`config.mk`:
```
export PLATFORM = sky130hd
export DESIGN_NAME = bus_rr_router_flat
export DESIGN_NICKNAME = d
export VERILOG_FILES = /design/src/rtl/bus_rr_router_pkg.sv /design/src/rtl/bus_rr_router_if.sv /design/src/rtl/bus_rr_router_rr_arbiter.sv /design/src/rtl/bus_rr_router.sv /design/src/flat_wrapper.sv
export SDC_FILE = /design/constraint.sdc
export NUM_CORES = 1
export LEC_CHECK = 0
export BUFFER_PORTS_ARGS = -buffer_cell sky130_fd_sc_hd__clkbuf_2
export CORE_MARGIN = 1
export CORE_UTILIZATION = 49
export CTS_BUF_LIST = sky130_fd_sc_hd__clkbuf_2 sky130_fd_sc_hd__clkbuf_4 sky130_fd_sc_hd__clkbuf_8
export DETAILED_ROUTE_END_ITERATION = 6
export PLACE_DENSITY = 0.88
export SLEW_MARGIN = 20
export SYNTH_ARGS = -nofsm -noshare
export SYNTH_HDL_FRONTEND = slang
export SYNTH_HIERARCHICAL = 1
export SYNTH_SLANG_ARGS = --single-unit
```
`constraint.sdc`:
```
create_clock -name i_clk -period 3.04 [get_ports i_clk]
set_clock_uncertainty 0.15 [all_clocks]
set_input_delay 0.152 -clock i_clk [delete_from_list [all_inputs] [get_ports i_clk]]
set_output_delay 0.152 -clock i_clk [all_outputs]
set_load 0.005 [all_outputs]
```
`src/rtl/bus_rr_router_pkg.sv`:
```
// Shared types and helpers for the round-robin packet router.
// Packets carry a destination id in their upper byte.
package bus_router_pkg;

  localparam int ID_W = 8;
  localparam logic [ID_W-1:0] BCAST_DEF = 8'hFF;

  typedef enum logic [1:0] {
    IDLE,
    POP,
    PUSH
  } state_t;

  // Extract the destination id from a packet of width pkt_w, zero-extended to 64 bits.
  function automatic logic [ID_W-1:0] pkt_id(input logic [63:0] pkt, input int pkt_w);
    return ID_W'(pkt >> (pkt_w - ID_W));
  endfunction

endpackage

```
`src/rtl/bus_rr_router_if.sv`:
```
// Per-terminal FIFO handshake between the terminals and the router.
// The slave modport is the router side; the master modport is the terminal side.
interface bus_rr_router_if #(
  parameter int DRVRS   = 4,
  parameter int PCKG_SZ = 16
) ();

  logic [DRVRS-1:0]         pndng;
  logic [DRVRS*PCKG_SZ-1:0] d_pop;
  logic [DRVRS-1:0]         pop;
  logic [DRVRS-1:0]         push;
  logic [DRVRS*PCKG_SZ-1:0] d_push;

  modport slave (
    input  pndng,
    input  d_pop,
    output pop,
    output push,
    output d_push
  );

  modport master (
    output pndng,
    output d_pop,
    input  pop,
    input  push,
    input  d_push
  );

endinterface

```
`src/rtl/bus_rr_router_rr_arbiter.sv`:
```
// Combinational rotating-priority encoder: first set request at or above
// i_base, wrapping around to index 0.
module rr_arbiter #(
  parameter int N     = 4,
  parameter int PTR_W = 2
) (
  input  logic [N-1:0]     i_req,
  input  logic [PTR_W-1:0] i_base,
  output logic [PTR_W-1:0] o_grant,
  output logic             o_any_req
);

  // Scanning from the far end down lets the lowest offset from i_base win.
  always_comb begin
    int k;
    k         = 0;
    o_grant   = '0;
    o_any_req = 1'b0;
    for (int i = N - 1; i >= 0; i--) begin
      k = int'(i_base) + i;
      if (k >= N) k = k - N;
      if (i_req[k]) begin
        o_grant   = PTR_W'(k);
        o_any_req = 1'b1;
      end
    end
  end

endmodule

```
`src/rtl/bus_rr_router.sv`:
```
// Bus-side responder: pops one packet at a time from pending terminals in
// round-robin order and delivers it to one terminal or broadcasts it.
//
// state | meaning
// IDLE  | waiting for any pndng; latches the round-robin grant
// POP   | pops the granted terminal's head and captures it
// PUSH  | decodes the id and pushes (or drops) the captured packet
module bus_rr_router
  import bus_router_pkg::*;
#(
  parameter int              DRVRS     = 4,
  parameter int              PCKG_SZ   = 16,
  parameter logic [ID_W-1:0] BROADCAST = BCAST_DEF
) (
  input  logic               i_clk,
  input  logic               i_reset,
  bus_rr_router_if.slave     bus,
  output logic               o_busy,
  output logic [15:0]        o_drop_cnt
);

  localparam int PTR_W = (DRVRS > 1) ? $clog2(DRVRS) : 1;

  state_t                   r_state;
  logic [PTR_W-1:0]         r_grant;
  logic [PTR_W-1:0]         r_rr_ptr;
  logic [PCKG_SZ-1:0]       r_pkt;
  logic [DRVRS-1:0]         r_pop;
  logic [DRVRS-1:0]         r_push;
  logic [DRVRS*PCKG_SZ-1:0] r_d_push;
  logic                     r_busy;
  logic [15:0]              r_drop_cnt;

  logic [PTR_W-1:0]         w_arb_grant;
  logic                     w_any_req;
  logic [ID_W-1:0]          w_id;
  logic [DRVRS-1:0]         w_push_mask;
  logic                     w_drop;
  logic [PCKG_SZ-1:0]       w_pkt_in;
  logic [PTR_W-1:0]         w_ptr_next;

  rr_arbiter #(
    .N     (DRVRS),
    .PTR_W (PTR_W)
  ) u_arb (
    .i_req     (bus.pndng),
    .i_base    (r_rr_ptr),
    .o_grant   (w_arb_grant),
    .o_any_req (w_any_req)
  );

  assign w_pkt_in   = bus.d_pop[int'(r_grant)*PCKG_SZ +: PCKG_SZ];
  assign w_id       = pkt_id(64'(r_pkt), PCKG_SZ);
  assign w_ptr_next = (int'(r_grant) == DRVRS - 1) ? '0 : r_grant + 1'b1;

  // Broadcast is checked first; a unicast to the source itself is a drop.
  always_comb begin
    w_push_mask = '0;
    w_drop      = 1'b0;
    if (w_id == BROADCAST) begin
      for (int j = 0; j < DRVRS; j++) begin
        w_push_mask[j] = (j != int'(r_grant));
      end
    end else if ((int'(w_id) < DRVRS) && (int'(w_id) != int'(r_grant))) begin
      w_push_mask[w_id[PTR_W-1:0]] = 1'b1;
    end else begin
      w_drop = 1'b1;
    end
  end

  always_ff @(posedge i_clk) begin
    if (i_reset) begin
      r_state    <= IDLE;
      r_grant    <= '0;
      r_rr_ptr   <= '0;
      r_pkt      <= '0;
      r_pop      <= '0;
      r_push     <= '0;
      r_d_push   <= '0;
      r_busy     <= 1'b0;
      r_drop_cnt <= '0;
    end else begin
      r_pop  <= '0;
      r_push <= '0;
      case (r_state)
        IDLE: begin
          if (w_any_req) begin
            r_grant <= w_arb_grant;
            r_state <= POP;
            r_busy  <= 1'b1;
          end
        end
        POP: begin
          if (bus.pndng[r_grant]) begin
            r_pop[r_grant] <= 1'b1;
            r_pkt          <= w_pkt_in;
            r_state        <= PUSH;
          end else begin
            r_state <= IDLE;
            r_busy  <= 1'b0;
          end
        end
        PUSH: begin
          r_push   <= w_push_mask;
          r_d_push <= {DRVRS{r_pkt}};
          if (w_drop && (r_drop_cnt != 16'hFFFF)) r_drop_cnt <= r_drop_cnt + 16'd1;
          r_rr_ptr <= w_ptr_next;
          r_state  <= IDLE;
          r_busy   <= 1'b0;
        end
        default: begin
          r_state <= IDLE;
          r_busy  <= 1'b0;
        end
      endcase
    end
  end

  assign bus.pop    = r_pop;
  assign bus.push   = r_push;
  assign bus.d_push = r_d_push;
  assign o_busy     = r_busy;
  assign o_drop_cnt = r_drop_cnt;

endmodule

```
`src/flat_wrapper.sv`:
```
// flat-port wrapper written by rule: the top's interface ports become plain ports
module bus_rr_router_flat import bus_router_pkg::*;
#(
  parameter int              DRVRS     = 4,
  parameter int              PCKG_SZ   = 16,
  parameter logic [ID_W-1:0] BROADCAST = BCAST_DEF
)
  (i_clk, i_reset, o_busy, o_drop_cnt, bus_pndng, bus_d_pop, bus_pop, bus_push, bus_d_push);
  bus_rr_router_if #(.DRVRS(DRVRS), .PCKG_SZ(PCKG_SZ)) bus_i ();
  input  logic i_clk;
  input  logic i_reset;
  output logic o_busy;
  output logic [15:0] o_drop_cnt;
  input wire logic [$bits(bus_i.pndng)-1:0] bus_pndng;
  input wire logic [$bits(bus_i.d_pop)-1:0] bus_d_pop;
  output wire logic [$bits(bus_i.pop)-1:0] bus_pop;
  output wire logic [$bits(bus_i.push)-1:0] bus_push;
  output wire logic [$bits(bus_i.d_push)-1:0] bus_d_push;
  assign bus_i.pndng = bus_pndng;
  assign bus_i.d_pop = bus_d_pop;
  assign bus_pop = bus_i.pop;
  assign bus_push = bus_i.push;
  assign bus_d_push = bus_i.d_push;
  bus_rr_router #(.DRVRS(DRVRS), .PCKG_SZ(PCKG_SZ), .BROADCAST(BROADCAST)) u_core (.i_clk(i_clk), .i_reset(i_reset), .bus(bus_i), .o_busy(o_busy), .o_drop_cnt(o_drop_cnt));
endmodule
```
==> results of run 1 <==
[cell type report]
| cell class | count | share of cell area |
|---|---|---|
| timing repair buffer | 164 | 0.202 |
| sequential | 63 | 0.305 |
| multi-input combinational | 233 | 0.409 |
| inverter | 6 | 0.00544 |
| clock inverter | 6 | 0.0169 |
| tap | 96 | 0.0290 |
| clock buffer | 10 | 0.0333 |
[critical path, delay by kind of cell (launching register included)]
kind / cells / cell delay (ns)
and+or+nand+nor: 3 / 0.89
muxes: 1 / 0.32
AOI/OAI and AO/OA: 1 / 0.44
adders and majority gates: 1 / 0.26
DFF: 1 / 0.37
[how the worst min path moves through the flow]
| stage | start | end | slack [ns] | cells after the start |
|---|---|---|---|---|
| global placement | u_core/r_pkt[2]$_SDFFE_PP0P_ | u_core/bus.d_push[50]$_SDFFE_PP0N_ | 0.29 | 2 |
| global route | bus_pndng[0] | u_core/r_grant[0]$_SDFFE_PP0P_ | 0.06 | 4 |
| detailed placement | u_core/r_pkt[6]$_SDFFE_PP0P_ | u_core/bus.d_push[54]$_SDFFE_PP0N_ | 0.30 | 2 |
| floorplan | bus_pndng[0] | u_core/r_grant[0]$_SDFFE_PP0P_ | 0.24 | 3 |
| CTS | bus_pndng[0] | u_core/r_grant[0]$_SDFFE_PP0P_ | 0.04 | 4 |
| finish | bus_pndng[0] | u_core/r_grant[0]$_SDFFE_PP0P_ | 0.06 | 4 |
[stage by stage]
| stage | total power (W) | util | worst slack (ns) | area [µm²] |
|---|---|---|---|---|
| final | 0.00187 | 0.609 | 0.492 | 4140 |
| after global routing | 0.00195 | 0.609 | 0.419 | 4140 |
| after CTS | 0.00189 | 0.609 | 0.541 | 4140 |
| after detailed placement | 0.00116 | 0.578 | 0.554 | 3930 |
| after global placement | 0.00115 | 0.578 | 0.676 | 3930 |
| after floorplan | 0.00107 | - | 0.637 | 3440 |
[synth_stat cells, types with 4 or more instances]
| library cell | instances |
|---|---|
| clkbuf_1 | 13 |
| inv_1 | 6 |
| nand3_1 | 5 |
| nor2_1 | 45 |
| mux2i_1 | 20 |
| a21oi_1 | 25 |
| xnor2_1 | 12 |
| nor3_1 | 5 |
| nand4_1 | 6 |
| buf_2 | 8 |
| ha_1 | 5 |
| buf_4 | 49 |
| dfxtp_1 | 63 |
| a2111oi_0 | 5 |
| a31oi_1 | 4 |
| nand2b_1 | 4 |
| and2_1 | 6 |
| mux4_2 | 16 |
| nand2_1 | 41 |
| and4_1 | 6 |
[cell usage in the layout, fill, tap and decap left out, types with 2 or more instances in the layout]
cell	synthesis	routed
nor4_1	3	3
dfxtp_1	63	63
or4_1	2	2
clkinv_4	0	2
nand2_1	41	41
mux2i_1	20	20
nor2b_1	3	3
nor3_1	5	5
or3_1	2	2
inv_1	6	6
and2_1	6	6
nand3_1	5	5
nor3b_1	2	2
ha_1	5	5
a2111oi_0	5	5
mux4_2	16	16
clkbuf_2	0	158
clkinvlp_4	0	3
xnor2_1	12	12
nand2b_1	4	4
and4_1	6	6
o21ai_0	2	2
a211oi_2	2	2
nand4_1	6	6
clkbuf_8	0	10
a21oi_1	25	25
buf_4	49	6
nor2_1	45	45
a31oi_1	4	4
[state kept, by name (all words and copies together) (netlist names)]
signal and flops:
u_core/r_grant 2, u_core/bus.pop 4, u_core/o_drop_cnt 16, u_core/bus.d_push 16, u_core/r_rr_ptr 2, u_core/o_busy 1, u_core/bus.push 4, u_core/r_pkt 16
u_core/r_state 2
[power by group through the flow]
stage,logic (W),clock network (W),registers [W]
6_report,0.000263,0.000733,0.000875
5_1_grt,0.000289,0.000785,0.000878
4_1_cts,0.000264,0.000750,0.000874
3_5_place_dp,0.000264,0,0.000893
3_3_place_gp,0.000255,0,0.000891
2_1_floorplan,0.000186,0,0.000886
[kinds of logic (layout without fill, tap and decap cells)]
kind of cell    after synthesis  after routing  synth area share
simple gates                133            133             0.182
buf+inv                      79            186             0.142
flops                        63             63             0.366
compound gates               46             46            0.0941
mux                          37             37             0.166
xor+xnor                     12             12            0.0305
fa+ha+maj                     5              5            0.0182
[layer usage]
| layer | track usage | vias to the layer above | wire, µm | share of wire |
|---|---|---|---|---|
| li1 | - | 1459 | - | - |
| met1 | 0.253 | 1438 | 3220 | 0.41 |
| met2 | 0.382 | 121 | 4150 | 0.53 |
| met3 | 0.0443 | 10 | 404 | 0.051 |
| met4 | 0.0879 | 0 | 97 | 0.012 |
| met5 | 0 | - | 0 | 0 |
==> flow_metrics.tcl, run 1 <==
set metrics [dict create \
    wl_per_cell_um 13.6 \
    hold-worst-slack_ns 0.0607 \
    synth_top_area_frac 0.366 \
    synth-warning-count 6 \
    synth-edff-count 0 \
    fillers 577 \
    multi_input_comb_area_um2 1690 \
    antenna_found_initial 0 \
    status "completed" \
    required_ns 3.12 \
    finalHoldViolations 0 \
    r2r-end "u_core/o_drop_cnt[8]$_SDFFE_PP0P_" \
    maxCapViolations 0 \
    h-tree-depth 3 \
    cts_sinks 63 \
    arrival_ns 2.62 \
    fp.coreArea_um2 6790 \
    num_rows 30 \
    rsz0062_at_grt "false" \
    n_antenna_cell 0 \
    clk_path_buf_depth 2 \
    ios 159 \
    postCtsSetupRepairBufs 0 \
    path_common_cell "and4_1" \
    p_switching_w 0.000482 \
    first_pass_iters 4 \
    reg2reg_from "u_core/o_drop_cnt[0]$_SDFFE_PP0P_" \
    pwr-share-clk 0.391 \
    register_area_um2 1260 \
    postSynth.asyncResetShare 0 \
    dp_hpwl_um 5820 \
    seqPwrFrac 0.468 \
    path_cells "ha_1, and4_1, and4_1, a211oi_2, and4_1, mux2_1" \
    synthToLayoutAreaGrowth_pct 20.2 \
    synth_seq_cells 63 \
    clk_pin_slew_ns 0.07 \
    cts.repair.resized 0 \
    mappedNetlistNets 450 \
    tightest_slew_ns 0.860 \
    grt_pass1_vias 2793 \
    die-height_um 85.8 \
    power_density_nw_per_um2 452 \
    port_buffers 158 \
    swShare 0.258 \
    root_buffer "clkbuf_8" \
    ys_types 40 \
    slowest_delay_ns 0.44 \
    gr-total-overflow 0 \
    fin_crit_sh 0.838 \
    cp-startpoint "u_core/o_drop_cnt[0]$_SDFFE_PP0P_" \
    grtUsageTotal 0.215 \
    start_util 0.507 \
    min-delay-path-class "in2reg" \
    die_area_um2 7360 \
    synth_area_leader_cell "dfxtp_1" \
    synth_area_um2 3440 \
    drive_above_1_share 0.421 \
    routed_wirelength_um 7880 \
    yosys-top-cells-area "dfxtp_1 37%, buf_4 11%, mux4_2 10%" \
    seq_area_frac_synth 0.366 \
    via_per_inst 5.24 \
    fmax_ghz 0.393 \
    fin_crit_ns 2.55 \
    die_x_um 85.8 \
    critical_path_class "reg2reg" \
    irDropWorstVdd_uv 282 \
    reg2reg_depth 6 \
    slew_headroom 0.427 \
    setup-tns-final_ns 0 \
    vias 3028 \
    setup_viol 0 \
    clk_latency_ns 0.34 \
    grt_pass1_wl_um 12400 \
    synthFlopType "dfxtp_1" \
    endpoint_kind "flop" \
    drcViolationCount 0 \
    antenna_left 0 \
    globalplace.congestion 0.858 \
    placed_cells 562 \
    ctsHoldBuffers 0 \
    grt_max_degree 46 \
    path_max_fanout 9 \
    final_nets 552 \
    p_leak_nw 1.88 \
    syn_inst 375 \
    avgSynthCellArea_um2 9.18 \
    cts_tree "done" \
    p_int_w 0.00139 \
    drt_iter0_markers 120 \
    rrSetupSlack_ns 0.49 \
    start_kind "flop" \
    numCtsBuffers 9 \
    stdcell_count 578 \
    combPwrFrac 0.141 \
    slew_violations 0 \
    critPathCapture "u_core/o_drop_cnt[8]$_SDFFE_PP0P_" \
    crit_slowest_cell "a211oi_2" \
]
(Power assumes the default switching activity.)
==> run 2, diff against run 1 <==
==> constraint.sdc (replaced) <==
create_clock -name i_clk -period 2.6 [get_ports i_clk]
set_clock_uncertainty 0.15 [all_clocks]
set_input_delay 0.13 -clock i_clk [delete_from_list [all_inputs] [get_ports i_clk]]
set_output_delay 0.13 -clock i_clk [all_outputs]
set_load 0.005 [all_outputs]
==> run 2 against run 1 <==
  * Worst setup slack got worse by 0.33 ns
  * Routed wire length increased by 1.2%
  * Worst hold slack got worse by 0.0038 ns
  * Register-to-register slack got worse by 0.33 ns
  * Highest routed layer unchanged
  * Flip-flop and latch count unchanged
  * Critical path depth unchanged
  * Sequential share of layout area decreased by 0.10 points
  * Clock power increased by 4.4%
  * Total power increased by 13%
  * Maximum frequency increased by 4.6%
==> flow_metrics.tcl, run 2 (synthesis results as in run 1) <==
set metrics [dict create \
    min-delay-path-class "in2reg" \
    cts.repair.resized 0 \
    globalplace.congestion 0.881 \
    finalHoldViolations 0 \
    final_nets 557 \
    required_ns 2.72 \
    die-height_um 85.8 \
    via_per_inst 5.23 \
    path_cells "ha_1, and4_1, a41o_1, or4_1, or3_1, a21oi_1" \
    synthToLayoutAreaGrowth_pct 20.6 \
    drcViolationCount 0 \
    ios 159 \
    drt_iter0_markers 153 \
    port_buffers 158 \
    setup_viol 0 \
    path_max_fanout 7 \
    arrival_ns 2.55 \
    cts_sinks 63 \
    final_common_cell "clkbuf_2" \
    crit_slowest_cell "or4_1" \
    fp.coreArea_um2 6790 \
    rsz0062_at_grt "false" \
    maxCapViolations 0 \
    drive_above_1_share 0.427 \
    post-route-util 0.611 \
    start_kind "flop" \
    grt_pass1_wl_um 12600 \
    endpoint_kind "flop" \
    combPwrFrac 0.153 \
    swShare 0.263 \
    critical_path_class "reg2reg" \
    cts_tree "done" \
    fin_crit_sh 0.936 \
    antenna_left 0 \
    seqPwrFrac 0.485 \
    routed_wirelength_um 7980 \
    fillers 586 \
    layout_common_cells "158 x clkbuf_2, 63 x dfxtp_1, 45 x nor2_1" \
    setup-tns-final_ns 0 \
    fin_crit_ns 2.43 \
    fmax_ghz 0.411 \
    p_switching_w 0.000555 \
    gr-total-overflow 0 \
    num_rows 30 \
    vias 3051 \
    start_util 0.507 \
    grt_max_degree 24 \
    postCtsSetupRepairBufs 0 \
    numCtsBuffers 9 \
    dp_hpwl_um 5990 \
    grt_pass1_vias 2876 \
    wl_per_cell_um 13.7 \
    clk_latency_ns 0.34 \
    grtUsageTotal 0.220 \
    root_buffer "clkbuf_8" \
    irDropWorstVdd_uv 248 \
    pwr-share-clk 0.363 \
    slowest_delay_ns 0.54 \
    register_area_um2 1260 \
    multi_input_comb_area_um2 1690 \
    antenna_found_initial 0 \
    ctsHoldBuffers 0 \
    rrSetupSlack_ns 0.17 \
    clk_pin_slew_ns 0.07 \
    p_int_w 0.00156 \
    p_leak_nw 1.89 \
    die_area_um2 7360 \
    h-tree-depth 3 \
    first_pass_iters 4 \
    slew_headroom 0.613 \
    tightest_slew_ns 0.566 \
    n_antenna_cell 0 \
    slew_violations 0 \
    clk_path_buf_depth 2 \
    status "completed" \
    power_density_nw_per_um2 509 \
    die_x_um 85.8 \
]
==> run 2: worst max-delay path, delay by kind of cell, from the launching register on <==
family	cells	cell delay, ns
and+or+nand+nor	3	1.17
AOI/OAI and AO/OA	2	0.41
DFF	1	0.37
adders and majority gates	1	0.26
==> run 2: final cells by class <==
cell class	instances	area share
multi-input combinational	233	0.407
tap	96	0.0289
timing repair buffer	169	0.210
clock buffer	11	0.0365
inverter	6	0.00542
sequential	63	0.304
clock inverter	5	0.00784
==> run 2: per-stage QoR <==
step	instances	hold WS, ns	setup WS (ns)	area, µm²	total power [W]
global route	583	0.0631	0.0603	4150	0.00221
global placement	567	0.288	0.314	3970	0.00135
finish	583	0.0569	0.165	4150	0.00211
floorplan	375	0.219	0.197	3440	0.00125
detailed placement	567	0.299	0.234	3970	0.00136
CTS	583	0.0450	0.209	4150	0.00213
==> run 2: worst paths after layout <==
path,start,to,depth (start not counted)
hold reg to reg,u_core/r_pkt[1]$_SDFFE_PP0P_,u_core/bus.d_push[49]$_SDFFE_PP0N_,2
setup reg to reg,u_core/o_drop_cnt[0]$_SDFFE_PP0P_,u_core/o_drop_cnt[13]$_SDFFE_PP0P_,6
hold / removal,bus_pndng[0],u_core/r_grant[0]$_SDFFE_PP0P_,4
setup / recovery,u_core/o_drop_cnt[0]$_SDFFE_PP0P_,u_core/o_drop_cnt[13]$_SDFFE_PP0P_,6
==> run 2: power groups by stage <==
stage | clock network, W | logic (W) | registers [W]
final | 0.000765 | 0.000322 | 0.00102
after global placement | 0 | 0.000309 | 0.00104
after detailed placement | 0 | 0.000320 | 0.00104
after floorplan | 0 | 0.000218 | 0.00104
after CTS | 0.000783 | 0.000324 | 0.00102
after global routing | 0.000832 | 0.000352 | 0.00103
==> run 2: routing by layer <==
metal	vias up	wire length, µm	part of all wire	track usage
met5	-	0	0	0
met3	12	523	0.066	0.0558
met2	128	4150	0.52	0.384
met4	0	116	0.015	0.100
met1	1440	3180	0.40	0.253
li1	1471	-	-	-
